File: src/rtl/fractal_pkg.sv
// rtl/fractal_pkg.sv - shared line-reader state encoding and RAM read latency
package fractal_pkg;

    typedef enum logic [1:0] {
        ST_IDLE  = 2'd0,
        ST_ISSUE = 2'd1,
        ST_DRAIN = 2'd2
    } line_state_t;

    localparam int RAM_LATENCY = 2;

endpackage

File: src/rtl/sync_fifo.sv
// rtl/sync_fifo.sv - first-word fall-through FIFO with occupancy count and flush
module sync_fifo #(
    parameter int WIDTH = 9,
    parameter int DEPTH = 4
) (
    input  logic                     clock,
    input  logic                     reset_n,
    input  logic                     flush,
    input  logic                     push,
    input  logic [WIDTH-1:0]         push_data,
    input  logic                     pop,
    output logic                     valid,
    output logic [WIDTH-1:0]         head_data,
    output logic [$clog2(DEPTH):0]   count
);

    localparam int PTR_W = $clog2(DEPTH);
    localparam int CNT_W = PTR_W + 1;

    logic [WIDTH-1:0] mem_q [DEPTH];
    logic [PTR_W-1:0] wr_ptr_q, wr_ptr_d;
    logic [PTR_W-1:0] rd_ptr_q, rd_ptr_d;
    logic [CNT_W-1:0] count_q, count_d;
    logic             do_push, do_pop;

    always_comb begin
        do_pop   = pop && (count_q != '0);
        do_push  = push && ((count_q != CNT_W'(DEPTH)) || do_pop);
        wr_ptr_d = wr_ptr_q;
        rd_ptr_d = rd_ptr_q;
        count_d  = count_q;
        if (flush) begin
            wr_ptr_d = '0;
            rd_ptr_d = '0;
            count_d  = '0;
        end else begin
            if (do_push) wr_ptr_d = wr_ptr_q + PTR_W'(1);
            if (do_pop)  rd_ptr_d = rd_ptr_q + PTR_W'(1);
            case ({do_push, do_pop})
                2'b10:   count_d = count_q + CNT_W'(1);
                2'b01:   count_d = count_q - CNT_W'(1);
                default: count_d = count_q;
            endcase
        end
    end

    always_ff @(posedge clock or negedge reset_n) begin
        if (!reset_n) begin
            wr_ptr_q <= '0;
            rd_ptr_q <= '0;
            count_q  <= '0;
        end else begin
            wr_ptr_q <= wr_ptr_d;
            rd_ptr_q <= rd_ptr_d;
            count_q  <= count_d;
        end
    end

    // Storage needs no reset: entries are only visible while count is non-zero.
    always_ff @(posedge clock) begin
        if (do_push && !flush) mem_q[wr_ptr_q] <= push_data;
    end

    always_comb begin
        valid     = (count_q != '0);
        head_data = valid ? mem_q[rd_ptr_q] : '0;
        count     = count_q;
    end

endmodule

File: src/rtl/ram_line_reader.sv
// rtl/ram_line_reader.sv - streams one RAM line out with credit-limited reads; RAM_LINE_READER_ABORT_EN adds abort
module ram_line_reader
    import fractal_pkg::*;
#(
    parameter int ADDR_W     = 10,
    parameter int DATA_W     = 8,
    parameter int FIFO_DEPTH = 4
) (
    input  logic                     clock,
    input  logic                     reset_n,
    input  logic                     start,
    input  logic [ADDR_W-1:0]        base_addr,
    input  logic [ADDR_W-1:0]        len_m1,
    output logic                     start_ready,
    output logic                     rd_en,
    output logic [ADDR_W-1:0]        rd_addr,
    input  logic signed [DATA_W-1:0] ram_data,
    output logic                     m_valid,
    input  logic                     m_ready,
    output logic signed [DATA_W-1:0] m_data,
    output logic                     m_last,
`ifdef RAM_LINE_READER_ABORT_EN
    input  logic                     abort,
`endif
    output logic                     busy
);

    localparam int CNT_W = $clog2(FIFO_DEPTH) + 1;
    localparam int OCC_W = CNT_W + 1;

    line_state_t            state_q, state_d;
    logic [ADDR_W-1:0]      rd_addr_q, rd_addr_d;
    logic [ADDR_W-1:0]      remain_q, remain_d;
    logic [RAM_LATENCY-1:0] pipe_vld_q, pipe_vld_d;
    logic [RAM_LATENCY-1:0] pipe_last_q, pipe_last_d;
    logic [CNT_W-1:0]       fifo_count;
    logic [OCC_W-1:0]       occupancy;
    logic                   kill, issue, issue_last, fifo_pop, head_last;

`ifdef RAM_LINE_READER_ABORT_EN
    assign kill = abort && (state_q != ST_IDLE);
`else
    assign kill = 1'b0;
`endif

    always_ff @(posedge clock or negedge reset_n) begin
        if (!reset_n) state_q <= ST_IDLE;
        else          state_q <= state_d;
    end

    always_comb begin
        state_d = state_q;
        case (state_q)
            ST_IDLE:  if (start)                  state_d = ST_ISSUE;
            ST_ISSUE: if (issue_last)             state_d = ST_DRAIN;
            ST_DRAIN: if (fifo_pop && head_last)  state_d = ST_IDLE;
            default:                              state_d = ST_IDLE;
        endcase
        if (kill) state_d = ST_IDLE;
    end

    // Credit counts everything already requested but not yet popped; a pop
    // in this same cycle is deliberately not counted as freeing a slot.
    always_comb begin
        occupancy = OCC_W'(fifo_count);
        for (int i = 0; i < RAM_LATENCY; i++) begin
            occupancy = occupancy + OCC_W'(pipe_vld_q[i]);
        end
        start_ready = (state_q == ST_IDLE);
        busy        = !start_ready;
        issue       = (state_q == ST_ISSUE) && !kill && (occupancy < OCC_W'(FIFO_DEPTH));
        issue_last  = issue && (remain_q == '0);
        rd_en       = issue;
        rd_addr     = rd_addr_q;
    end

    always_comb begin
        rd_addr_d = rd_addr_q;
        remain_d  = remain_q;
        if (start_ready && start) begin
            rd_addr_d = base_addr;
            remain_d  = len_m1;
        end else if (issue) begin
            rd_addr_d = rd_addr_q + ADDR_W'(1);
            remain_d  = remain_q - ADDR_W'(1);
        end
        pipe_vld_d  = {pipe_vld_q[RAM_LATENCY-2:0], issue};
        pipe_last_d = {pipe_last_q[RAM_LATENCY-2:0], issue_last};
        if (kill) begin
            pipe_vld_d  = '0;
            pipe_last_d = '0;
        end
    end

    always_ff @(posedge clock or negedge reset_n) begin
        if (!reset_n) begin
            rd_addr_q   <= '0;
            remain_q    <= '0;
            pipe_vld_q  <= '0;
            pipe_last_q <= '0;
        end else begin
            rd_addr_q   <= rd_addr_d;
            remain_q    <= remain_d;
            pipe_vld_q  <= pipe_vld_d;
            pipe_last_q <= pipe_last_d;
        end
    end

    assign fifo_pop = m_valid && m_ready;

    sync_fifo #(
        .WIDTH (DATA_W + 1),
        .DEPTH (FIFO_DEPTH)
    ) u_fifo (
        .clock     (clock),
        .reset_n   (reset_n),
        .flush     (kill),
        .push      (pipe_vld_q[RAM_LATENCY-1]),
        .push_data ({pipe_last_q[RAM_LATENCY-1], ram_data}),
        .pop       (m_ready),
        .valid     (m_valid),
        .head_data ({head_last, m_data}),
        .count     (fifo_count)
    );

    assign m_last = head_last;

endmodule

File: config.mk
export PLATFORM = sky130hd
export DESIGN_NAME = ram_line_reader
export DESIGN_NICKNAME = d
export VERILOG_FILES = /design/src/rtl/fractal_pkg.sv /design/src/rtl/sync_fifo.sv /design/src/rtl/ram_line_reader.sv
export SDC_FILE = /design/constraint.sdc
export NUM_CORES = 1
export LEC_CHECK = 0
export CAP_MARGIN = 10
export CORE_UTILIZATION = 54
export CTS_BUF_LIST = sky130_fd_sc_hd__clkbuf_8
export DETAILED_ROUTE_END_ITERATION = 7
export GPL_ROUTABILITY_DRIVEN = 0
export GPL_TIMING_DRIVEN = 0
export PLACE_DENSITY = 0.91
export REMOVE_ABC_BUFFERS = 1
export SLEW_MARGIN = 20
export SYNTH_ARGS = -nofsm -noshare
export SYNTH_HDL_FRONTEND = slang
export SYNTH_SLANG_ARGS = --single-unit
File: constraint.sdc
create_clock -name clock -period 2.6 [get_ports clock]
set_input_delay 0.52 -clock clock [delete_from_list [all_inputs] [get_ports clock]]
set_output_delay 0.52 -clock clock [all_outputs]
set_load 0.01 [all_outputs]
==> flow_metrics.env, run 1 <==
export IMPL_syn_area_um2=3150
export IMPL_drive_above_1_share=0.128
export IMPL_r2r_slack_ns=0.28
export IMPL_ys_warnings_count=0
export IMPL_run_status="completed"
export IMPL_initial_core_util=0.565
export IMPL_worst_pin_slew_ns=1.04
export IMPL_placementRows=27
export IMPL_ios=55
export IMPL_grt_pass1_wl_um=11200
export IMPL_critPathLaunch="u_fifo.rd_ptr_q[0]$_DFFE_PN0P_"
export IMPL_cts_max_path_buffers=2
export IMPL_r2r_start="u_fifo.count[0]$_DFFE_PN0P_"
export IMPL_finalPower_mw=4.69
export IMPL_synth_area_leaders="edfxtp_1 (34%), dfrtp_1 (26%), mux4_2 (6.4%)"
export IMPL_dieArea_um2=6140
export IMPL_syn_avg_cell_area_um2=12.8
export IMPL_synth_cell_types=40
export IMPL_yosysMostFrequentCell="edfxtp_1"
export IMPL_avgViaCountPerCell=5.95
export IMPL_clock_skew_ns=0.0115
export IMPL_arrival_ns=2.01
export IMPL_htree_levels=3
export IMPL_irDropWorstVdd_mv=0.652
export IMPL_fmaxAchievable_mhz=394
export IMPL_dpl_hpwl_um=4480
export IMPL_min_path_type="in2async"
export IMPL_clk_latency_ns=0.35
export IMPL_final_max_slew_viol_count=0
export IMPL_grt_antenna_before_repair=0
export IMPL_die_h_um=78.4
export IMPL_path_class="reg2out"
export IMPL_cp_max_fo=10
export IMPL_area_growth_pct=27.1
export IMPL_reg2reg_depth=5
export IMPL_fin_crit_sh=0.975
export IMPL_start_kind="flip-flop"
export IMPL_end_kind="output port"
export IMPL_dp_cells=362
export IMPL_grt_max_degree=33
export IMPL_final_cell_count_no_fill=384
export IMPL_synthTopCellsByCount="edfxtp_1 (36), dfrtp_1 (33), nor2_1 (19), and2_1 (16), inv_1 (13)"
export IMPL_syn_instance_count=245
export IMPL_synth_top_area_share=0.343
export IMPL_core_um2=5570
export IMPL_rsz0062_at_grt="no"
export IMPL_leakagePower_nw=1.51
export IMPL_finalWirelength_um=7030
export IMPL_power_density_nw_per_um2=1170
export IMPL_synth_top_cell_by_area="edfxtp_1"
export IMPL_slew_headroom=0.307
export IMPL_cts_clk_slew_worst_paths_ns=0.08
export IMPL_synth_edff_count=36
export IMPL_finalSetupTns_ns=0
export IMPL_port_buffers=54
export IMPL_tritoncts="yes"
export IMPL_clockRootBuffer="clkbuf_8"
export IMPL_grt_pass1_vias=2242
export IMPL_synthArstFlopShare=0.478
export IMPL_first_pass_iters=4
export IMPL_ys_seq_elements=69
export IMPL_yosysSeqAreaShare=0.606
export IMPL_r2r_end="rd_addr[9]$_DFFE_PN0P_"
export IMPL_grtUsageTotal=0.250
export IMPL_period_minus_slack_ns=2.53
export IMPL_place_ws_ns=-0.189
export IMPL_die_x_um=78.4
export IMPL_finalSetupViolCount=0
export IMPL_endpoint="m_data[2]"
export IMPL_postLayoutSetupSlackWorst_ns=0.0650
export IMPL_worst_ep_required_time_ns=2.08
export IMPL_cts_sinks=69
export IMPL_synthFlopType="edfxtp_1"
export IMPL_drcViolationCount=0
export IMPL_drtAntennaViolNets=0
export IMPL_nNetsFinal=349
export IMPL_cts_buffers=9
export IMPL_max_cap_viol_count=0
export IMPL_vias=2285
export IMPL_antenna_cells=0
export IMPL_hold_ws_ns=0.0673
export IMPL_grt_overflow_total=0
export IMPL_wl_per_cell_um=18.3
export IMPL_hold_viol=0
export IMPL_drt_iter0_drc=172
export IMPL_cts_hold_buf=0
per-stage QoR:
step / util / area (um^2)
final: 0.718 / 4000
after global routing: 0.718 / 4000
after CTS: 0.710 / 3960
after detailed placement: 0.675 / 3760
after global placement: 0.671 / 3740
after floorplan: - / 3110
power breakdown:
group	internal [mW]	total [mW]	leakage, nW	switching [mW]
registers	1.54	1.88	0.713	0.348
logic	1.00	1.98	0.706	0.979
clock network	0.428	0.822	0.0929	0.394
total	2.97	4.69	1.51	1.72
repair_timing:
action	in CTS	in global routing
buffers inserted	0	5
pin swaps	0	1
endpoints found under the hold margin	0	0
cloned	1	0
setup endpoints to repair	10	5
gates resized for setup	10	2
flip-flops by register name (all words and copies together), names as in the netlist:
signal	cells
u_fifo.mem_q	36
rd_addr	10
remain_q	10
u_fifo.count	3
pipe_last_q	2
pipe_vld_q	2
state_q	2
u_fifo.rd_ptr_q	2
u_fifo.wr_ptr_q	2
placed cells by master (no fill, tap or decap), drive strengths merged, types with 2 or more instances in the layout:
cell type      Yosys  final
a211oi             2      2
a21o               2      3
a31oi             12     12
and2              16     16
buf                2      7
clkbuf             8      9
clkdlybuf4s50      0     47
clkinv             1      5
dfrtp             33     33
dlygate4sd2        0      5
edfxtp            36     36
ha                 9      9
inv               13     14
mux4               9      9
nand2             11     11
nand3              8      8
nand4              6      6
nor2              19     19
nor3               3      3
o211ai             3      3
o21ai              8      8
o221a              2      2
o22ai              4      4
o31ai              5      5
or2                2      2
or3                7      7
or3b               2      2
or4                6      6
xnor2              5      5
xor2               2      2
cell type report:
| type | instances | area [um^2] |
|---|---|---|
| Fill cell | 366 | 1570 |
| Clock inverter | 7 | 57.6 |
| Multi-Input combinational cell | 153 | 1170 |
| Clock buffer | 9 | 124 |
| Inverter | 14 | 53.8 |
| Tap cell | 72 | 90.1 |
| Sequential cell | 69 | 1910 |
| Timing Repair Buffer | 60 | 594 |
cells by family (layout without fill, tap and decap cells):
logic type / after synthesis / in the layout / share of synthesized area
mux: 11 / 11 / 0.0711
fa+ha+maj: 10 / 10 / 0.0421
compound gates: 42 / 43 / 0.0934
buf+inv: 24 / 90 / 0.0286
flops: 69 / 69 / 0.606
xor+xnor: 7 / 7 / 0.0195
simple gates: 82 / 82 / 0.140
routing by layer:
layer,GRT usage,wire (um),part of all wire,vias to the layer above
met5,0,0,0,-
met4,0.135,191,0.027,0
met3,0.0384,330,0.047,18
met2,0.422,3740,0.53,74
met1,0.311,2770,0.39,1149
li1,-,-,-,1044
worst min-delay path by stage:
stage	from	endpoint	cells past startpoint
after global placement	pipe_last_q[0]$_DFF_PN0_	pipe_last_q[1]$_DFF_PN0_	0
final	reset_n	rd_addr[5]$_DFFE_PN0P_	1
after detailed placement	pipe_last_q[0]$_DFF_PN0_	pipe_last_q[1]$_DFF_PN0_	0
after floorplan	reset_n	pipe_last_q[0]$_DFF_PN0_	0
after global routing	reset_n	rd_addr[9]$_DFFE_PN0P_	1
after CTS	reset_n	rd_addr[7]$_DFFE_PN0P_	1
worst max-delay path, cell delays in order (launching register included):
cell	delay, ns
dfrtp_4	0.53
mux4_2	0.51
and2_1	0.16
clkdlybuf4s50_1	0.47
Note: power is estimated with default switching activity, not from simulation.
==> run 2, diff against run 1 <==
--- a/config.mk
+++ b/config.mk
@@ -11,9 +11,10 @@
 export DETAILED_ROUTE_END_ITERATION = 7
 export GPL_ROUTABILITY_DRIVEN = 0
 export GPL_TIMING_DRIVEN = 0
-export PLACE_DENSITY = 0.91
+export PLACE_DENSITY = 0.88
 export REMOVE_ABC_BUFFERS = 1
 export SLEW_MARGIN = 20
 export SYNTH_ARGS = -nofsm -noshare
 export SYNTH_HDL_FRONTEND = slang
 export SYNTH_SLANG_ARGS = --single-unit
+export TNS_END_PERCENT = 20
==> constraint.sdc (replaced) <==
create_clock -name clock -period 2.9 [get_ports clock]
set_input_delay 0.58 -clock clock [delete_from_list [all_inputs] [get_ports clock]]
set_output_delay 0.58 -clock clock [all_outputs]
set_load 0.01 [all_outputs]
==> run 2 against run 1 <==
  * Non-clock buffer count shrank 5
  * Clock-buffer cell count increased by 1
  * Cell area fell by 0.59%
  * Combinational power shrank 13%
  * Final cell count is 1.3% lower
  * Sequential power is 11% lower
  * Wire length down 7.4%
  * Clock power is 7.7% lower
  * Via count decreased by 3.2%
  * Largest cell class unchanged
==> flow_metrics.env, run 2 (same netlist as run 1, synthesis figures left out) <==
export IMPL_run_status="completed"
export IMPL_vias=2213
export IMPL_r2r_start="u_fifo.count[1]$_DFFE_PN0P_"
export IMPL_clk_latency_ns=0.34
export IMPL_period_minus_slack_ns=2.80
export IMPL_grt_pass1_vias=2160
export IMPL_finalWirelength_um=6500
export IMPL_ios=55
export IMPL_endpoint="rd_en"
export IMPL_grtUsageTotal=0.230
export IMPL_arrival_ns=2.22
export IMPL_reg2reg_depth=8
export IMPL_layout_common_cells="clkdlybuf4s50_1 (53), edfxtp_1 (36), dfrtp_1 (32)"
export IMPL_nFillCells=360
export IMPL_worst_pin_slew_ns=1.05
export IMPL_postLayoutSetupSlackWorst_ns=0.104
export IMPL_cts_buffers=9
export IMPL_wl_per_cell_um=17.2
export IMPL_max_cap_viol_count=0
export IMPL_area_growth_pct=26.4
export IMPL_cts_hold_buf=0
export IMPL_clockRootBuffer="clkbuf_8"
export IMPL_grt_pass1_wl_um=10500
export IMPL_final_common_cell="clkdlybuf4s50_1"
export IMPL_power_density_nw_per_um2=1050
export IMPL_htree_levels=3
export IMPL_cts_clk_slew_worst_paths_ns=0.07
export IMPL_grt_overflow_total=0
export IMPL_drt_iter0_drc=198
export IMPL_cp_max_fo=15
export IMPL_worst_ep_required_time_ns=2.32
export IMPL_tritoncts="yes"
export IMPL_placementRows=27
export IMPL_postLayoutCellArea_um2=3980
export IMPL_slew_headroom=0.300
export IMPL_hold_viol=0
export IMPL_nNetsFinal=344
export IMPL_end_kind="output port"
export IMPL_place_ws_ns=0.0611
export IMPL_drcViolationCount=0
export IMPL_initial_core_util=0.565
export IMPL_cts_max_path_buffers=2
export IMPL_cts_sinks=69
export IMPL_critPathLaunch="u_fifo.count[0]$_DFFE_PN0P_"
export IMPL_fin_crit_sh=0.964
export IMPL_dp_cells=362
export IMPL_die_h_um=78.4
export IMPL_final_cell_count_no_fill=379
export IMPL_irDropWorstVdd_mv=0.488
export IMPL_first_pass_iters=4
export IMPL_finalSetupViolCount=0
export IMPL_leakagePower_nw=1.49
export IMPL_finalSetupTns_ns=0
export IMPL_grt_antenna_before_repair=0
export IMPL_largest_register="u_fifo.mem_q"
export IMPL_rsz0062_at_grt="no"
export IMPL_dpl_hpwl_um=4330
export IMPL_slowest_delay_ns=0.53
export IMPL_start_kind="flip-flop"
export IMPL_fmaxAchievable_mhz=358
export IMPL_path_class="reg2out"
export IMPL_multi_input_area_um2=1170
export IMPL_avgViaCountPerCell=5.84
export IMPL_dieArea_um2=6140
export IMPL_port_buffers=54
export IMPL_final_max_slew_viol_count=0
export IMPL_clock_skew_ns=0.0131
export IMPL_die_x_um=78.4
export IMPL_r2r_end="u_fifo.count[2]$_DFFE_PN0P_"
export IMPL_drtAntennaViolNets=0
export IMPL_largest_reg_flops=36
export IMPL_drive_above_1_share=0.117
export IMPL_place_area_um2=3760
export IMPL_min_path_type="in2async"
export IMPL_r2r_slack_ns=0.55
export IMPL_antenna_cells=0
export IMPL_cpMaxStageDelayCell="clkdlybuf4s50_1"
export IMPL_core_um2=5570
export IMPL_grt_max_degree=33
export IMPL_register_area_um2=1910
export IMPL_crit_chain="ha_1 > a21o_1 > a21o_4 > clkinv_4 > clkdlybuf4s50_1"
## run 2: cell types whose count changed in the layout (fill, tap and decap cells not counted), sizes merged
cell | previous run | this run
clkdlybuf4s50 | 47 | 53
buf | 7 | 2
dlygate4sd2 | 5 | 0
clkinv | 5 | 3
clkbuf | 9 | 10
clkdlybuf4s15 | 1 | 0
inv | 14 | 15
## run 2: critical path: cells and delay by family, from the launching register on
| kind | cells | cell delay, ns |
|---|---|---|
| fa+ha+maj | 1 | 0.31 |
| flops | 1 | 0.44 |
| buf+inv | 2 | 0.62 |
| compound gates | 2 | 0.51 |
## run 2: worst min-delay path by stage
| stage | startpoint | to |
|---|---|---|
| detailed placement | pipe_last_q[0]$_DFF_PN0_ | pipe_last_q[1]$_DFF_PN0_ |
| global route | reset_n | rd_addr[7]$_DFFE_PN0P_ |
| CTS | reset_n | u_fifo.count[0]$_DFFE_PN0P_ |
| finish | reset_n | rd_addr[9]$_DFFE_PN0P_ |
| global placement | pipe_last_q[0]$_DFF_PN0_ | pipe_last_q[1]$_DFF_PN0_ |
| floorplan | reset_n | pipe_last_q[0]$_DFF_PN0_ |
## run 2: routing by layer
| metal | part of all wire | global-route usage | vias up |
|---|---|---|---|
| li1 | - | - | 1044 |
| met1 | 0.43 | 0.296 | 1105 |
| met2 | 0.52 | 0.380 | 56 |
| met3 | 0.038 | 0.0442 | 8 |
| met4 | 0.015 | 0.100 | 0 |
| met5 | 0 | 0 | - |
## run 2: timing repair
item,4_1_cts,5_1_grt
gates cloned,0,1
pin swaps,0,1
endpoints found under the hold margin,0,0
setup buffers,0,0
setup endpoints to repair,10,1
resized for setup,4,0
## run 2: cell type report
class,count,area share
flip-flops and latches,69,0.480
inverters,14,0.0145
well taps,72,0.0226
repair buffers,55,0.142
multi-input cells,153,0.293
clock buffers,10,0.0346
clock inverters,6,0.0138
## run 2: power by group
| group | switching, mW | internal [mW] |
|---|---|---|
| clock | 0.347 | 0.412 |
| combinational | 0.828 | 0.893 |
| sequential | 0.307 | 1.37 |
## run 2: through the flow
stage,hold slack [ns],power (mW),util
6_report,0.133,4.16,0.714
2_1_floorplan,0.284,2.63,-
5_1_grt,0.137,4.42,0.714
4_1_cts,0.129,4.14,0.712
3_3_place_gp,0.341,3.25,0.671
3_5_place_dp,0.343,3.35,0.675
==> run 3, diff against run 2 <==
--- a/config.mk
+++ b/config.mk
@@ -6,6 +6,7 @@
 export NUM_CORES = 1
 export LEC_CHECK = 0
 export CAP_MARGIN = 10
+export CORE_MARGIN = 2
 export CORE_UTILIZATION = 54
 export CTS_BUF_LIST = sky130_fd_sc_hd__clkbuf_8
 export DETAILED_ROUTE_END_ITERATION = 7
==> constraint.sdc (replaced) <==
create_clock -name clock -period 2.9 [get_ports clock]
set_input_delay 0.435 -clock clock [delete_from_list [all_inputs] [get_ports clock]]
set_output_delay 0.435 -clock clock [all_outputs]
set_load 0.01 [all_outputs]
==> run 3 against run 2 <==
  * Power shrank 0.43%
  * Setup slack gained 0.14 ns
  * Final cell count is the same
  * Wire length grew 2.0%
  * Register-to-register slack gained 0.07 ns
  * Clock-buffer cell count shrank 1
  * Cell area shrank 0.19%
==> flow_metrics.env, run 3 (same netlist as run 1, synthesis figures left out) <==
export IMPL_run_status="completed"
export IMPL_reg2reg_depth=5
export IMPL_final_common_cell="clkdlybuf4s50_1"
export IMPL_fmaxAchievable_mhz=377
export IMPL_dieArea_um2=6460
export IMPL_dpl_hpwl_um=4350
export IMPL_area_growth_pct=26.1
export IMPL_core_um2=5570
export IMPL_cts_clk_slew_worst_paths_ns=0.07
export IMPL_grtUsageTotal=0.231
export IMPL_drive_above_1_share=0.114
export IMPL_port_buffers=54
export IMPL_r2r_slack_ns=0.62
export IMPL_worstHoldEndpoint="pipe_last_q[1]$_DFF_PN0_"
export IMPL_finalPower_mw=4.14
export IMPL_postLayoutSetupSlackWorst_ns=0.244
export IMPL_leakagePower_nw=1.48
export IMPL_die_h_um=80.4
export IMPL_arrival_ns=2.22
export IMPL_drcViolationCount=0
export IMPL_worst_ep_required_time_ns=2.47
export IMPL_cts_sinks=69
export IMPL_avgViaCountPerCell=5.88
export IMPL_finalSetupTns_ns=0
export IMPL_clk_latency_ns=0.34
export IMPL_drt_iter0_drc=188
export IMPL_vias=2227
export IMPL_clockRootBuffer="clkbuf_8"
export IMPL_path_class="reg2out"
export IMPL_largest_reg_flops=36
export IMPL_max_cap_viol_count=0
export IMPL_cts_setup_buffers=0
export IMPL_crit_chain="mux4_2 > and2_1 > clkdlybuf4s50_1"
export IMPL_r2r_start="u_fifo.count[0]$_DFFE_PN0P_"
export IMPL_grt_pass1_vias=2250
export IMPL_grt_pass1_wl_um=10900
export IMPL_placementRows=27
export IMPL_hold_viol=0
export IMPL_layout_common_cells="clkdlybuf4s50_1 (52), edfxtp_1 (36), dfrtp_1 (32)"
export IMPL_min_from="pipe_last_q[0]$_DFF_PN0_"
export IMPL_rsz0062_at_grt="no"
export IMPL_cp_max_fo=11
export IMPL_r2r_end="rd_addr[9]$_DFFE_PN0P_"
export IMPL_first_pass_iters=4
export IMPL_nNetsFinal=344
export IMPL_dp_cells=362
export IMPL_cts_buffers=9
export IMPL_finalWirelength_um=6630
export IMPL_end_kind="output port"
export IMPL_final_max_slew_viol_count=0
export IMPL_largest_register="u_fifo.mem_q"
export IMPL_worst_pin_slew_ns=1.02
export IMPL_drtAntennaViolNets=0
export IMPL_final_cell_count_no_fill=379
export IMPL_slew_headroom=0.321
export IMPL_antenna_cells=0
export IMPL_power_density_nw_per_um2=1040
export IMPL_hold_depth=0
export IMPL_initial_core_util=0.565
export IMPL_hold_ws_ns=0.361
export IMPL_slowest_delay_ns=0.61
export IMPL_wl_per_cell_um=17.5
export IMPL_grt_antenna_before_repair=0
export IMPL_cpMaxStageDelayCell="dfrtp_2"
export IMPL_finalSetupViolCount=0
export IMPL_start_kind="flip-flop"
export IMPL_fin_crit_sh=0.916
export IMPL_clock_skew_ns=0.00627
export IMPL_irDropWorstVdd_mv=0.508
export IMPL_grt_overflow_total=0
export IMPL_min_path_type="reg2reg"
export IMPL_place_ws_ns=0.198
export IMPL_cts_max_path_buffers=2
export IMPL_ios=55
export IMPL_die_x_um=80.4
export IMPL_grt_max_degree=33
export IMPL_nFillCells=389
export IMPL_period_minus_slack_ns=2.66
export IMPL_htree_levels=3
export IMPL_tritoncts="yes"
## run 3: cell count changes in the layout (fill, tap and decap cells not counted), sizes merged
cell           delta
clkdlybuf4s50     -1
clkinv            +1
clkinvlp          +2
a21o              -1
clkbuf            -1
dlygate4sd3       +1
inv               -2
dlymetal6s2s      +1
## run 3: metal layers
metal  routed length (um)  vias to the layer above  part of all wire  track usage
li1                     -                     1033                 -            -
met1                 2660                     1123              0.40        0.283
met2                 3500                       56              0.53        0.393
met3                  307                       15             0.046       0.0427
met4                  162                        0             0.024        0.108
met5                    0                        -                 0            0
## run 3: worst max-delay path: cells and delay by family, from the launching register on
family        cells  cell delay [ns]
simple gates      1             0.19
flops             1             0.61
mux               1             0.60
buf+inv           1             0.49
## run 3: what timing repair did
action | in CTS | in global routing
setup endpoints to repair | 1 | 10
endpoints found under the hold margin | 2 | 0
resized for setup | 1 | 3
hold buffers | 1 | 0
## run 3: worst max-delay path by stage
stage / slack (ns) / end / cells after the start / start
after detailed placement: 0.20 / rd_en / 5 / u_fifo.count[0]$_DFFE_PN0P_
after floorplan: 0.78 / remain_q[8]$_DFFE_PN0P_ / 6 / u_fifo.count[0]$_DFFE_PN0P_
after global routing: 0.15 / m_data[7] / 3 / u_fifo.rd_ptr_q[0]$_DFFE_PN0P_
final: 0.24 / m_data[7] / 3 / u_fifo.rd_ptr_q[0]$_DFFE_PN0P_
after global placement: 0.26 / rd_en / 5 / u_fifo.count[0]$_DFFE_PN0P_
after CTS: 0.0007 / m_data[7] / 3 / u_fifo.rd_ptr_q[0]$_DFFE_PN0P_
## run 3: stage by stage
step / area, um^2 / util
after floorplan: 3110 / -
after global placement: 3740 / 0.671
after detailed placement: 3760 / 0.674
after CTS: 3960 / 0.711
after global routing: 3970 / 0.712
final: 3970 / 0.712
## run 3: final cells by class
cell class,instances,area (um^2),share of cell area
sequential,69,1910,0.481
multi-input combinational,152,1160,0.292
timing repair buffer,56,568,0.143
clock buffer,9,124,0.0312
tap,72,90.1,0.0227
clock inverter,7,66.3,0.0167
inverter,14,56.3,0.0142
## run 3: power by group
part           internal (mW)  switching, mW
clock                  0.391          0.361
combinational          0.883          0.815
sequential              1.37          0.320
